[src/rtl/bf_io_pkg.sv]
// bf_io_pkg: direction constants and FSM state encoding shared by the bfcpu I/O port.
package bf_io_pkg;
   localparam logic DIRECTION_WRITE = 1'b1;
   localparam logic DIRECTION_READ  = 1'b0;
   typedef enum logic [1:0] {
      S_IDLE = 2'd0,
      S_WAIT = 2'd1,
      S_ACK  = 2'd2,
      S_HOLD = 2'd3
   } state_t;
endpackage

[src/rtl/bf_io_fifo.sv]
// bf_io_fifo: synchronous FIFO with registered flags; push when full and pop when empty are ignored.
module bf_io_fifo #(
   parameter int DATA_W = 8,
   parameter int DEPTH  = 16
) (
   input  logic                     clk,
   input  logic                     rst,
   input  logic                     push,
   input  logic [DATA_W-1:0]        din,
   input  logic                     pop,
   output logic [DATA_W-1:0]        dout,
   output logic                     full,
   output logic                     empty,
   output logic [$clog2(DEPTH):0]   level
);
   localparam int AW = $clog2(DEPTH);
   localparam logic [AW:0] LVL_FULL = (AW+1)'(DEPTH);
   logic [DATA_W-1:0] r_mem [DEPTH];
   logic [AW:0] r_wptr, r_rptr;
   logic w_push, w_pop;
   assign level  = r_wptr - r_rptr;
   assign full   = level == LVL_FULL;
   assign empty  = level == '0;
   assign w_push = push && !full;
   assign w_pop  = pop && !empty;
   assign dout   = r_mem[r_rptr[AW-1:0]];
   always_ff @(posedge clk) begin
      if (rst) begin
         r_wptr <= '0;
         r_rptr <= '0;
      end else begin
         if (w_push) r_wptr <= r_wptr + 1'b1;
         if (w_pop) r_rptr <= r_rptr + 1'b1;
      end
   end
   always_ff @(posedge clk) begin
      if (w_push) r_mem[r_wptr[AW-1:0]] <= din;
   end
endmodule

[src/rtl/bf_io_port.sv]
// bf_io_port: bfcpu io_* peripheral with TX/RX FIFOs, an active-low LED mirror and a
// req/ack handshake that stalls the CPU on TX full or (optionally) RX empty.
module bf_io_port
   import bf_io_pkg::*;
#(
   parameter int              DATA_W     = 8,
   parameter int              DEPTH      = 16,
   parameter int              LED_W      = 3,
   parameter bit              READ_BLOCK = 1'b1,
   parameter logic [DATA_W-1:0] EOF_VAL  = '0
) (
   input  logic                   clk,
   input  logic                   rst,
   input  logic                   io_req,
   input  logic                   io_dir,
   input  logic [DATA_W-1:0]      io_wdata,
   output logic                   io_ack,
   output logic [DATA_W-1:0]      io_rdata,
   output logic                   tx_valid,
   output logic [DATA_W-1:0]      tx_data,
   input  logic                   tx_ready,
   input  logic                   rx_valid,
   input  logic [DATA_W-1:0]      rx_data,
   output logic                   rx_ready,
   output logic [LED_W-1:0]       led_n,
   output logic [$clog2(DEPTH):0] tx_level,
   output logic [$clog2(DEPTH):0] rx_level
);
   state_t r_state, w_next;
   logic r_dir;
   logic [DATA_W-1:0] r_wdata, r_rdata, w_wdata, w_rx_head;
   logic [LED_W-1:0] r_led_n;
   logic w_dir, w_active, w_tx_push, w_rx_pop, w_eof, w_done;
   logic w_tx_full, w_tx_empty, w_rx_full, w_rx_empty;
   always_ff @(posedge clk) begin
      r_state <= rst ? S_IDLE : w_next;
   end
   always_comb begin
      w_next = (r_state == S_IDLE) ? (!io_req ? S_IDLE : w_done ? S_ACK : S_WAIT) :
               (r_state == S_WAIT) ? (w_done ? S_ACK : S_WAIT) :
               (r_state == S_ACK)  ? S_HOLD : S_IDLE;
   end
   // In IDLE the request is evaluated straight off the bus; WAIT uses the latched copy.
   always_comb begin
      w_dir     = (r_state == S_IDLE) ? io_dir : r_dir;
      w_wdata   = (r_state == S_IDLE) ? io_wdata : r_wdata;
      w_active  = (r_state == S_IDLE && io_req) || r_state == S_WAIT;
      w_tx_push = w_active && w_dir == DIRECTION_WRITE && !w_tx_full;
      w_rx_pop  = w_active && w_dir == DIRECTION_READ && !w_rx_empty;
      w_eof     = w_active && w_dir == DIRECTION_READ && w_rx_empty && !READ_BLOCK;
      w_done    = w_tx_push || w_rx_pop || w_eof;
      io_ack    = r_state == S_ACK;
   end
   always_ff @(posedge clk) begin
      if (rst) begin
         r_dir   <= DIRECTION_WRITE;
         r_wdata <= '0;
         r_rdata <= '0;
         r_led_n <= '1;
      end else begin
         if (r_state == S_IDLE && io_req) begin
            r_dir   <= io_dir;
            r_wdata <= io_wdata;
         end
         if (w_rx_pop) r_rdata <= w_rx_head;
         else if (w_eof) r_rdata <= EOF_VAL;
         if (w_tx_push) r_led_n <= ~w_wdata[LED_W-1:0];
      end
   end
   bf_io_fifo #(.DATA_W(DATA_W), .DEPTH(DEPTH)) u_tx (
      .clk(clk), .rst(rst), .push(w_tx_push), .din(w_wdata), .pop(tx_ready),
      .dout(tx_data), .full(w_tx_full), .empty(w_tx_empty), .level(tx_level)
   );
   bf_io_fifo #(.DATA_W(DATA_W), .DEPTH(DEPTH)) u_rx (
      .clk(clk), .rst(rst), .push(rx_valid), .din(rx_data), .pop(w_rx_pop),
      .dout(w_rx_head), .full(w_rx_full), .empty(w_rx_empty), .level(rx_level)
   );
   assign tx_valid = !w_tx_empty;
   assign rx_ready = !w_rx_full;
   assign io_rdata = r_rdata;
   assign led_n    = r_led_n;
endmodule

[config.mk]
export PLATFORM = sky130hd
export DESIGN_NAME = bf_io_port
export DESIGN_NICKNAME = d
export VERILOG_FILES = /design/src/rtl/bf_io_pkg.sv /design/src/rtl/bf_io_fifo.sv /design/src/rtl/bf_io_port.sv
export SDC_FILE = /design/constraint.sdc
export NUM_CORES = 1
export LEC_CHECK = 0
export BUFFER_PORTS_ARGS = -buffer_cell sky130_fd_sc_hd__buf_2
export CAP_MARGIN = 5
export CORE_MARGIN = 2
export CORE_UTILIZATION = 45
export DETAILED_ROUTE_END_ITERATION = 10
export RECOVER_POWER = 50
export SYNTH_ARGS = -nofsm -noshare
export SYNTH_HDL_FRONTEND = slang
export SYNTH_SLANG_ARGS = --single-unit
[constraint.sdc]
create_clock -name clk -period 8.85 [get_ports clk]
set_input_delay 0.885 -clock clk [delete_from_list [all_inputs] [get_ports clk]]
set_output_delay 0.885 -clock clk [all_outputs]
set_load 0.05 [all_outputs]
==> impl_metrics.yaml <==
cts:
  root_buffer: "clkbuf_16"
  cts_max_level: 1
  cts_buffers: 29
  clock_path_buffers: 3
  post_cts_buffers: 0
  cts.clk_slew.worst_paths_ps: 60
  tritoncts: "built"
  cts.sinks: 302
  cts_resized: 0
  clk_latency_ps: 540
  cts_hold_buf: 0
synthesis:
  yosysSeqAreaShare_pct: 70.85
  synth_edf_count: 256
  ys_ff_latch: 302
  syn-num-nets: 723
  ys_types: 45
  synth_top_area_share_pct: 63.27
  synth_warnings: 0
  ys_async_sr_fraction_pct: 0
  yosys-top-cells-count: "edfxtp_1 (256), mux4_2 (72), nand2_1 (47)"
  synth_area_per_cell_um2: 17.84
  yosysTopAreaCell: "edfxtp_1"
  yosysMostFrequentCell: "edfxtp_1"
  syn-cell-area_um2: 12150
  synth.top_cells.by_area: "edfxtp_1 (63%), mux4_2 (13%), dfxtp_1 (7.6%), ha_1 (1.9%), nand2_1 (1.5%)"
  synth_cells: 681
  synth_ff_type: "edfxtp_1"
route:
  num_vias: 6121
  routed_wl_um: 24890
  wl_met2_um: 12830
  topRoutingLayerUsed: "met4"
  routed_via_density: 5.565
  dr.pass1.iters: 4
  wl_per_cell_um: 22.63
  ant_nets: 0
  met1_length_um: 10500
  drc: 0
  dr.first_iter.drc_count: 497
  met3_wirelength_um: 1081
worst_setup_path:
  ff2ff_path_depth: 8
  critical-path-max-stage-delay_ps: 960
  worst_ep_arrival_time_ps: 3420
  worstReg2RegEnd: "u_rx.r_mem[0][7]$_DFFE_PP_"
  crit_path_max_fanout: 21
  cp.buffers_inverters: 2
  required_ps: 7970
  crit_path_frequent_cell: "or3_1"
  r2r-start: "u_rx.r_rptr[1]$_SDFFE_PP0P_"
  end_kind: "output pin"
  path_cells: "inv_1, fa_1, xor2_1, or3_1, or3_1, buf_2"
  r2r_slack_ps: 4570
  startpoint_type: "register"
  path_class: "reg -> out"
  crit_family: "flip-flops"
  cp_slowest_cell: "dfxtp_1"
finish:
  num-nets-final: 779
  drive_gt1_share_pct: 23.06
  area_growth_pct: 11.83
  seq_area_um2: 8612
  multiInputGateArea_um2: 3328
  nFillCells: 2167
  diodes: 0
floorplanning:
  rows: 60
  die_w_um: 168.3
  die_area_um2: 28330
  start_util_pct: 45.46
  ios: 54
  fp.coreArea_um2: 26730
  die_h_um: 168.3
worst_hold_path:
  holdPathEnd: "r_wdata[5]$_SDFFE_PP0P_"
  hold_class: "reg -> reg"
  hp-start: "r_wdata[5]$_SDFFE_PP0P_"
  whs_path_depth: 2
sta:
  slew_violations: 0
  worstMarginPinSlew_ps: 1252
  fin_crit_sh_pct: 48.62
  finalSetupViolations: 0
  rsz0062_at_grt: "no"
  hold_viol_final: 0
  skew_ps: 15.56
  fmax_mhz: 232.4
  worst_hold_slack_ps: 449.9
  slew_headroom_pct: 15.90
  fin_setup_tns_ps: 0
  finalCriticalPeriod_ps: 4303
job:
  max_cap_violations: 0
grt:
  grt_pass1_wl_um: 38120
  grt_pass1_vias: 6401
  antenna_found_initial: 0
  grt.overflow.total: 0
  grt_use_total_pct: 17.91
  grt_max_degree: 48
power:
  p_clk_share_pct: 27.9
  p_sw_uw: 1352
  p_per_area_nw_per_um2: 303.5
  combPwrFrac_pct: 28.9
  seqPwrFrac_pct: 43.2
  power.leakage_uw: 0.004389
  p_int_uw: 2771
  vdd_ir_drop_max_uv: 188.1
  swShare_pct: 32.79
status:
  status: "finished, final reports clean"
placed_design:
  port_buffers: 53
  hpwlAfterDp_um: 16240
  gp_congestion: 0.7965
-- registers in the layout (all words and copies together) (netlist names), named ones only --
register and count:
u_rx.r_mem 128, u_tx.r_mem 128, io_rdata 8, r_wdata 8, u_rx.r_rptr 5, u_rx.r_wptr 5, u_tx.r_rptr 5, u_tx.r_wptr 5
led_n 3, r_state 2, r_dir 1
-- worst min-delay path: stages (launching register included) --
cell     delay, ps
dfxtp_1        300
nand2_1         50
a21oi_1         50
-- power groups by stage --
stage / registers (uW) / logic (uW) / clock network, uW
floorplan: 1820 / 922 / 0
global placement: 1810 / 1200 / 0
detailed placement: 1810 / 1220 / 0
CTS: 1780 / 1220 / 1180
global route: 1790 / 1280 / 1230
finish: 1780 / 1190 / 1150
-- cell usage in the layout (no fill, tap or decap), types with 5 or more instances in the layout --
master	synthesis	layout
dfxtp_1	46	43
clkbuf_8	0	6
xnor2_1	5	5
nor2b_1	5	5
ha_1	18	18
buf_2	8	30
a21o_1	5	5
mux2_1	0	8
clkbuf_16	0	29
nor3_1	13	9
mux4_2	72	72
xor2_1	9	9
a21oi_2	11	11
inv_1	20	20
nor2_1	38	38
and3_1	5	5
a21oi_1	17	17
nand2_1	47	47
edfxtp_1	256	256
or3_1	16	16
clkbuf_1	15	34
o22ai_1	16	16
-- worst max path at each step --
stage	from	end	slack [ps]	cells past startpoint
floorplan	u_rx.r_rptr[1]$_SDFFE_PP0P_	u_rx.r_mem[0][0]$_DFFE_PP_	5050	9
global placement	u_rx.r_rptr[1]$_SDFFE_PP0P_	u_rx.r_mem[3][2]$_DFFE_PP_	4700	8
detailed placement	u_rx.r_rptr[1]$_SDFFE_PP0P_	u_rx.r_mem[0][7]$_DFFE_PP_	4520	8
CTS	u_rx.r_rptr[1]$_SDFFE_PP0P_	rx_ready	4490	6
global route	u_rx.r_rptr[1]$_SDFFE_PP0P_	u_rx.r_mem[0][3]$_DFFE_PP_	4270	8
finish	u_rx.r_rptr[1]$_SDFFE_PP0P_	rx_ready	4550	6
-- cell families (layout without fill, tap and decap cells) --
family / after synthesis / count (layout) / share of synthesized area, %
AO/OA/AOI/OAI: 62 / 62 / 3.502
flip-flops: 302 / 302 / 70.85
AND/OR/NAND/NOR: 143 / 143 / 5.613
buffers and inverters: 51 / 129 / 1.915
XOR/XNOR: 15 / 15 / 1.143
adder cells (fa/ha/maj): 20 / 20 / 2.183
multiplexers: 88 / 88 / 14.79
-- per-stage QoR --
| step | total power [uW] | std cells | setup slack, ps | area [um^2] | util, % |
|---|---|---|---|---|---|
| after floorplan | 2745 | 681 | 5046 | 12150 | - |
| final | 4123 | 1100 | 4547 | 13590 | 50.84 |
| after detailed placement | 3028 | 1047 | 4524 | 12730 | 47.62 |
| after global placement | 3002 | 1047 | 4697 | 12730 | 47.62 |
| after CTS | 4179 | 1100 | 4495 | 13620 | 50.95 |
| after global routing | 4303 | 1100 | 4270 | 13590 | 50.84 |
-- cell type report --
type | count | area share (%)
Clock buffer | 49 | 6.363
Clock inverter | 4 | 0.1842
Inverter | 21 | 0.5802
Multi-Input combinational cell | 328 | 24.50
Sequential cell | 302 | 63.39
Tap cell | 341 | 3.140
Timing Repair Buffer | 55 | 1.851
-- routing by layer --
metal	vias to the layer above	track usage, %
li1	2785	-
met3	37	2.844
met2	133	31.72
met1	3166	23.58
met4	0	3.711
met5	-	0
Power figures use the tool's default switching activity.
